## config.mk

```make
export PLATFORM = sky130hd
export DESIGN_NAME = cluster_clock_divider
export DESIGN_NICKNAME = d
export VERILOG_FILES = /design/src/rtl/cluster_clock_divider.sv
export SDC_FILE = /design/constraint.sdc
export NUM_CORES = 1
export LEC_CHECK = 0
export CORE_ASPECT_RATIO = 2
export CORE_MARGIN = 8
export CORE_UTILIZATION = 60
export CTS_BUF_LIST = sky130_fd_sc_hd__clkbuf_8
export DETAILED_ROUTE_END_ITERATION = 10
export PLACE_DENSITY_LB_ADDON = 0.25
export SLEW_MARGIN = 20
export SYNTH_ARGS = -nofsm -noshare
export SYNTH_HDL_FRONTEND = slang
export SYNTH_SLANG_ARGS = --single-unit
```

## constraint.sdc

```tcl
create_clock -name clk_i -period 3.7 [get_ports clk_i]
set_input_delay 0.555 -clock clk_i [delete_from_list [all_inputs] [get_ports clk_i]]
set_output_delay 0.555 -clock clk_i [all_outputs]
set_load 0.01 [all_outputs]
```

## src/rtl/cluster_clock_divider.sv

```systemverilog
// Glitch-free programmable integer divider feeding the cluster clock buffer.
// Ratio changes and enable gating only take effect at period boundaries.
module cluster_clock_divider #(
  parameter int DIV_WIDTH   = 8,
  parameter int DEFAULT_DIV = 2
) (
  input  logic                 clk_i,
  input  logic                 rst_i,
  input  logic                 test_mode_i,
  input  logic                 en_i,
  input  logic [DIV_WIDTH-1:0] div_i,
  input  logic                 div_valid_i,
  output logic                 div_ready_o,
  output logic                 clk_o
);

  localparam logic [DIV_WIDTH-1:0] RESET_RATIO = DIV_WIDTH'(DEFAULT_DIV);
  localparam logic [DIV_WIDTH-1:0] MIN_RATIO   = DIV_WIDTH'(2);
  localparam logic [DIV_WIDTH-1:0] RATIO_ONE   = DIV_WIDTH'(1);
  localparam logic [DIV_WIDTH:0]   HALF_ONE    = (DIV_WIDTH+1)'(1);

  logic [DIV_WIDTH-1:0] ratio_q;
  logic [DIV_WIDTH-1:0] cnt_q;
  logic [DIV_WIDTH-1:0] pend_div_q;
  logic                 clk_q;
  logic                 pend_q;

  logic                 at_boundary;
  logic                 accept;
  logic                 high_next;
  logic [DIV_WIDTH-1:0] cnt_inc;
  logic [DIV_WIDTH-1:0] div_clamped;
  logic [DIV_WIDTH-1:0] stop_ratio;
  logic [DIV_WIDTH:0]   half;

  // Half-period uses one extra bit so the largest ratio cannot wrap.
  assign half        = ({1'b0, ratio_q} + HALF_ONE) >> 1;
  assign cnt_inc     = cnt_q + RATIO_ONE;
  assign high_next   = ({1'b0, cnt_inc} < half);
  assign at_boundary = (cnt_q == (ratio_q - RATIO_ONE));
  assign accept      = div_valid_i & ~pend_q;
  assign div_clamped = (div_i < MIN_RATIO) ? MIN_RATIO : div_i;
  assign stop_ratio  = pend_q ? pend_div_q : ratio_q;

  assign div_ready_o = ~pend_q;
  assign clk_o       = test_mode_i ? clk_i : clk_q;

  // Low phase ends each period, so parking at the boundary never cuts a high pulse.
  always_ff @(posedge clk_i or posedge rst_i) begin
    if (rst_i) begin
      ratio_q <= RESET_RATIO;
      cnt_q   <= RESET_RATIO - RATIO_ONE;
      clk_q   <= 1'b0;
    end else if (at_boundary) begin
      if (pend_q) begin
        ratio_q <= pend_div_q;
      end
      if (en_i) begin
        cnt_q <= '0;
        clk_q <= 1'b1;
      end else begin
        cnt_q <= stop_ratio - RATIO_ONE;
        clk_q <= 1'b0;
      end
    end else begin
      cnt_q <= cnt_inc;
      clk_q <= high_next;
    end
  end

  // Accept and apply never coincide because ready is low while a request is pending.
  always_ff @(posedge clk_i or posedge rst_i) begin
    if (rst_i) begin
      pend_q     <= 1'b0;
      pend_div_q <= RESET_RATIO;
    end else if (accept) begin
      pend_q     <= 1'b1;
      pend_div_q <= div_clamped;
    end else if (pend_q && at_boundary) begin
      pend_q <= 1'b0;
    end
  end

endmodule

```

### Yosys cells after proc, flatten, opt, wreduce, memory -nomap -nowiden

Cells that the tools add are included.

* bits of input ports: 13
* output and inout bits: 2
* word-level logic and storage cells: 25
* register bits: 26

* eq/ne operators: 1
* bitwise operators: 2
* reductions and logical operators: 2
* add/sub/neg operators: 4
* multiplexer cells: 9
* $lt $le $gt $ge: 2

Operator list (count)
* $mux 8: 4
* $sub 8x1->8 const B: 2
* $add 8x1->9 const B: 1
* $add 8x1->8 const B: 1
* $eq 8x8->1: 1
* $lt 8x2->1 const B: 1
* $lt 8x8->1: 1
* $mux 1: 5
* $reduce_bool 2->1: 1
* $and 1x1->1: 1
* $logic_and 1x1->1: 1
* $not 1->1: 1

### Longest topological paths before layout

Gate-level depths: netlist (run 1).

* depth after elaboration: 5
* gate-level depth with buffers: 10
* depth with buffers taken out: 9

==> results.toml, run 1 <==
[run_status]
status = "completed"

[synth]
syn-num-nets = 229
syn-instance-count = 204
syn_area_per_cell_um2 = 9.86
yosysSeqAreaShare = 0.325
ys_ff_latch = 26
synth_cell_types = 41
syn_area_um2 = 2010
synth_warnings = 0

[route]
dr_total_vias = 1492
firstDrtPassIters = 4
routed_wirelength_um = 4330
met1_length_um = 1680
viasPerCell = 6.09
met3_wirelength_um = 172
drt-initial-drc-count = 57
drtAntennaViolNets = 0
maxUsedRoutingLayer = "met4"
drcViolationCount = 0
avgRoutedWirePerCell_um = 17.7
wl_met2_um = 2370

[flow_run]
maxCapViolCount = 0

[clocking]
clk_pin_slew_ns = 0.09
clk_latency_ns = 0.39
cts_post_setup_buffers_inserted = 0
postCtsHoldBufs = 0
cts_resized = 0
tritoncts = "built"

[power_and_ir_drop]
p_sw_w = 0.000166
power_density_nw_per_um2 = 326
internal_power_w = 0.000565
pwr-share-comb = 0.107
vdd_drop_max_mv = 0.245
leakagePower_nw = 0.994
p_sw_frac = 0.227
p_clk_frac = 0.469
p_seq_frac = 0.425

[floorplan]
rows = 30
io_pins = 15
die_h_um = 97.9
die_area_um2 = 5570
start_util = 0.609
die_w_um = 56.9
core_um2 = 3300

[worst_setup_path]
cp.required_ns = 3.14
worst-path-stages = 4
crit_chain = "clkbuf_8 -> clkbuf_8 -> mux2_2 -> clkdlybuf4s50_1"
slowest_delay_ns = 0.48
r2r_cells = 8
crit_path_end_kind = "primary output"
cp_num_buf_inv = 3
cp_top_family = "buffers and inverters"
startpoint_type = "clock port"
arrival_ns = 2.80
cpMaxStageDelayCell = "clkdlybuf4s50_1"
cp_max_fo = 2
critPathKind = "clk2out"
cp_common_cell = "clkbuf_8"

[timing]
setup_viol = 0
hold_violations = 0
fin_skew_ns = 0.00236
tightest_slew_ns = 0.927
rsz0062_at_grt = "false"
hold_ws_ns = 0.548
max_slew_margin = 0.378
fin_setup_tns_ns = 0
slew_violations = 0

[grt]
grt_pass1_wl_um = 7530
antenna_found_initial = 0
grt_use_total = 0.170
grt_max_degree = 27
gr-total-overflow = 0
grt_pass1_vias = 1648

[placed_design]
portBuffers = 14
dp_hpwl_um = 3190
routabilityCongestion = 0.899
place_area_um2 = 2130

[finish]
area_growth_syn_to_layout_pct = 11.6
final_nets = 239
antenna_cells = 0
drive_above_1_share = 0.192
fillers = 271
design_area_um2 = 2240
final_core_util = 0.680

[worst_hold_path]
hold_path.class = "reg2reg"
hold_depth = 2
==> state kept, by name, indices dropped and copies added, names as in the netlist <==
name,count
ratio_q,8
pend_q,1
pend_div_q,8
cnt_q,8
clk_q,1
==> through the flow <==
stage	std cells	total power [W]	worst slack (ns)
2_1_floorplan	204	0.000372	1.02
3_3_place_gp	238	0.000414	0.589
3_5_place_dp	238	0.000415	0.589
4_1_cts	245	0.000739	0.324
5_1_grt	245	0.000761	0.322
6_report	245	0.000732	0.346
==> Yosys cell counts (all sizes together) <==
library cell / instances / share of area
and4: 1 / 0.0044
nand4b: 1 / 0.0075
nand2: 8 / 0.015
and3: 4 / 0.012
nor3: 7 / 0.020
o21a: 1 / 0.0037
nor4b: 1 / 0.0044
or3b: 1 / 0.0044
xor2: 11 / 0.048
buf: 7 / 0.022
nand3: 11 / 0.027
a211oi: 5 / 0.021
or2: 2 / 0.0075
nand4: 3 / 0.0093
dfrtp: 23 / 0.29
ha: 12 / 0.075
mux2: 23 / 0.14
a21oi: 2 / 0.0050
xnor2: 18 / 0.078
a21o: 2 / 0.0075
inv: 8 / 0.015
o21ai: 6 / 0.015
nand2b: 1 / 0.0031
dfstp: 3 / 0.039
nor4: 3 / 0.0093
o31ai: 1 / 0.0037
mux2i: 9 / 0.045
clkbuf: 6 / 0.011
a21boi: 1 / 0.0037
a31oi: 1 / 0.0031
o211ai: 1 / 0.0037
nor2b: 1 / 0.0031
or3: 3 / 0.0093
nor2: 16 / 0.030
or4: 1 / 0.0056
==> path summary, 6_finish.rpt <==
kind,from,endpoint,slack [ns]
worst max-delay path,clk_i,clk_o,0.35
worst min-delay path,pend_div_q[1]$_DFFE_PP1P_,pend_div_q[1]$_DFFE_PP1P_,0.55
worst max register to register,ratio_q[1]$_DFFE_PP1N_,ratio_q[4]$_DFFE_PP0N_,0.94
worst min register to register,pend_div_q[1]$_DFFE_PP1P_,pend_div_q[1]$_DFFE_PP1P_,0.55
max in group asynchronous,rst_i,ratio_q[2]$_DFFE_PP0N_,2.72
min in group asynchronous,rst_i,pend_div_q[7]$_DFFE_PP0P_,0.56
==> placed cells by master, fill, tap and decap left out, types with 3 or more instances in the layout <==
master,Yosys,final
or3_1,3,3
inv_1,8,7
and3_1,4,4
mux2_2,16,16
nand3_1,11,11
dfstp_2,3,3
mux2_4,7,7
clkdlybuf4s50_1,0,14
clkbuf_8,0,6
nand2_1,8,8
ha_1,12,12
mux2i_1,9,9
nand4_1,3,3
nor2_1,16,16
nor3_1,6,6
xor2_1,11,11
nor4_1,3,3
a211oi_1,4,4
dfrtp_1,23,23
o21ai_0,6,6
xnor2_1,18,18
==> power by group through the flow <==
| stage | clock [W] | sequential [W] | combinational [W] |
|---|---|---|---|
| 2_1_floorplan | 0.00000925 | 0.000311 | 0.0000519 |
| 3_3_place_gp | 0.0000198 | 0.000316 | 0.0000776 |
| 3_5_place_dp | 0.0000198 | 0.000317 | 0.0000784 |
| 4_1_cts | 0.000350 | 0.000311 | 0.0000788 |
| 5_1_grt | 0.000361 | 0.000313 | 0.0000869 |
| 6_report | 0.000343 | 0.000311 | 0.0000780 |
==> tightest hold or removal path: stages (launching register included) <==
cell and delay [ns]:
dfstp_2 0.40, nor2_1 0.10, a31oi_1 0.05
==> area by class of cell <==
type	instances	area (um^2)	share of cell area
Clock buffer	7	92.6	0.0412
Inverter	8	30.0	0.0134
Multi-Input combinational cell	157	1260	0.561
Timing Repair Buffer	14	138	0.0613
Sequential cell	26	654	0.292
Clock inverter	1	30.0	0.0134
Tap cell	32	40.0	0.0178
==> layer usage <==
metal  vias to the layer above  global-route usage
li1                        735                   -
met1                       711               0.187
met2                        38               0.280
met3                         8              0.0429
met4                         0              0.0982
met5                         -                   0
==> cells by family (layout without fill, tap and decap cells) <==
family	after synthesis	after routing	synth area share
xor gates and xnor gates	29	29	0.126
buffers and inverters	21	30	0.0479
muxes	32	32	0.187
DFF	26	26	0.325
adders and majority gates	12	12	0.0747
and+or+nand+nor	64	64	0.172
AOI/OAI and AO/OA	20	20	0.0666
Note: power is estimated with default switching activity, not from simulation.
==> run 2: changes to the inputs <==
--- a/config.mk
+++ b/config.mk
@@ -10,6 +10,7 @@
 export CORE_UTILIZATION = 60
 export CTS_BUF_LIST = sky130_fd_sc_hd__clkbuf_8
 export DETAILED_ROUTE_END_ITERATION = 10
+export HOLD_SLACK_MARGIN = 0.12
 export PLACE_DENSITY_LB_ADDON = 0.25
 export SLEW_MARGIN = 20
 export SYNTH_ARGS = -nofsm -noshare
==> constraint.sdc (replaced) <==
create_clock -name clk_i -period 3.87 [get_ports clk_i]
set_input_delay 0.5805 -clock clk_i [delete_from_list [all_inputs] [get_ports clk_i]]
set_output_delay 0.5805 -clock clk_i [all_outputs]
set_load 0.01 [all_outputs]
==> results of run 2 <==
Same layout as run 1 (identical final DEF). Status: completed.
Among the figures that moved: setup slack after placement 0.589 ns -> 0.649 ns; setup slack after layout 0.346 ns -> 0.405 ns; register-to-register setup slack 0.94 ns -> 1.11 ns; total power 0.000732 W -> 0.000699 W; worst IR drop on VDD 0.245 mV -> 0.234 mV
==> run 3: changes to the inputs <==
--- a/config.mk
+++ b/config.mk
@@ -5,9 +5,11 @@
 export SDC_FILE = /design/constraint.sdc
 export NUM_CORES = 1
 export LEC_CHECK = 0
-export CORE_ASPECT_RATIO = 2
+export CELL_PAD_IN_SITES_DETAIL_PLACEMENT = 1
+export CELL_PAD_IN_SITES_GLOBAL_PLACEMENT = 2
+export CORE_ASPECT_RATIO = 0.7
 export CORE_MARGIN = 8
-export CORE_UTILIZATION = 60
+export CORE_UTILIZATION = 42
 export CTS_BUF_LIST = sky130_fd_sc_hd__clkbuf_8
 export DETAILED_ROUTE_END_ITERATION = 10
 export HOLD_SLACK_MARGIN = 0.12
==> run 3 against run 2 <==
Against the previous run: register-to-register slack lost 0.31 ns; power is essentially flat; critical path depth is the same; clock skew grew 0.0024 ns; cell count grew 10%; highest routed layer unchanged; via count grew 1.9%; sequential power is essentially flat; critical endpoint unchanged; clock power is essentially flat; first-iteration DRC count grew 58%.
==> results.toml, run 3 (synthesized netlist as in run 1, its figures left out) <==
[run_status]
status = "completed"

[timing]
tightest_slew_ns = 0.937
rsz0062_at_grt = "false"
slew_violations = 0
fin_setup_tns_ns = 0
setup_viol = 0
max_slew_margin = 0.371
hold_violations = 0
fin_skew_ns = 0.00474

[worst_hold_path]
hold_path.class = "reg2reg"
hold_depth = 1

[grt]
grt_max_degree = 27
gr-total-overflow = 0
grt_pass1_vias = 1633
grt_use_total = 0.155
antenna_found_initial = 0
grt_pass1_wl_um = 8650

[flow_run]
maxCapViolCount = 0

[clocking]
clk_latency_ns = 0.38
postCtsHoldBufs = 0
cts_resized = 0
tritoncts = "built"
cts_post_setup_buffers_inserted = 0
clk_pin_slew_ns = 0.09

[finish]
layout.cells.most_common_list = "dfrtp_1 (23), xnor2_1 (18), nor2_1 (16), mux2_2 (16), clkdlybuf4s50_1 (14)"
final_nets = 239
area_growth_syn_to_layout_pct = 13.2
reg.largest.list = "cnt_q x8, pend_div_q x8, ratio_q x8"
design_area_um2 = 2280
antenna_cells = 0
mostFrequentLayoutCell = "dfrtp_1"
drive_above_1_share = 0.192

[worst_setup_path]
ff2ff_setup_slack_ns = 0.80
arrival_ns = 2.90
r2r_cells = 8
cp.required_ns = 3.29
startpoint_type = "clock port"
cp_max_fo = 2
critPathKind = "clk2out"
crit_path_end_kind = "primary output"

[route]
dr_total_vias = 1520
firstDrtPassIters = 4
avgRoutedWirePerCell_um = 19.3
routed_wirelength_um = 5210
drt-initial-drc-count = 90
viasPerCell = 5.63
drcViolationCount = 0
drtAntennaViolNets = 0

[floorplan]
die_h_um = 73.9
die_w_um = 98.7
start_util = 0.428
die_area_um2 = 7290
io_pins = 15
core_um2 = 4700
rows = 21

[placed_design]
portBuffers = 14
dp_hpwl_um = 3980
routabilityCongestion = 0.843
place_area_um2 = 2160

[power_and_ir_drop]
power_density_nw_per_um2 = 307
leakagePower_nw = 0.994
p_total_w = 0.000699
vdd_drop_max_mv = 0.167
==> run 3: final cells by class <==
type	instances	area (um^2)
sequential	26	654
fill	523	2430
inverter	8	30.0
timing repair buffer	14	138
clock inverter	1	30.0
multi-input combinational	157	1260
tap	57	71.3
clock buffer	7	92.6
==> run 3: final timing paths <==
check	endpoint	from
max reg2reg	ratio_q[4]$_DFFE_PP0N_	ratio_q[1]$_DFFE_PP1N_
max in group asynchronous	pend_div_q[0]$_DFFE_PP0P_	rst_i
min	pend_div_q[7]$_DFFE_PP0P_	pend_div_q[7]$_DFFE_PP0P_
min reg2reg	pend_div_q[7]$_DFFE_PP0P_	pend_div_q[7]$_DFFE_PP0P_
min in group asynchronous	pend_div_q[3]$_DFFE_PP0P_	rst_i
max	clk_o	clk_i
==> run 3: critical path, cell delays in order <==
cell and delay [ns]:
clkbuf_8 0.11, clkbuf_8 0.12, mux2_2 0.25, clkdlybuf4s50_1 0.48
==> run 3: per-stage QoR <==
step | setup slack, ns | hold slack [ns] | instances | util
after floorplan | 1.08 | 0.499 | 204 | -
after global placement | 0.649 | 0.521 | 263 | 0.460
after detailed placement | 0.649 | 0.541 | 263 | 0.460
after CTS | 0.375 | 0.564 | 270 | 0.484
after global routing | 0.366 | 0.581 | 270 | 0.484
final | 0.393 | 0.556 | 270 | 0.484
==> run 3: per-layer routing <==
metal  global-route usage  vias to the layer above  part of all wire
met5                    0                        -                 0
met4               0.0491                        0            0.0081
met3               0.0558                        6             0.041
met2                0.228                       18              0.45
met1                0.204                      763              0.50
li1                     -                      733                 -
==> run 3: power breakdown <==
part / internal [W] / switching (W)
clock network: 0.000217 / 0.000109
logic: 0.0000387 / 0.0000360
registers: 0.000284 / 0.0000143
total: 0.000540 / 0.000159
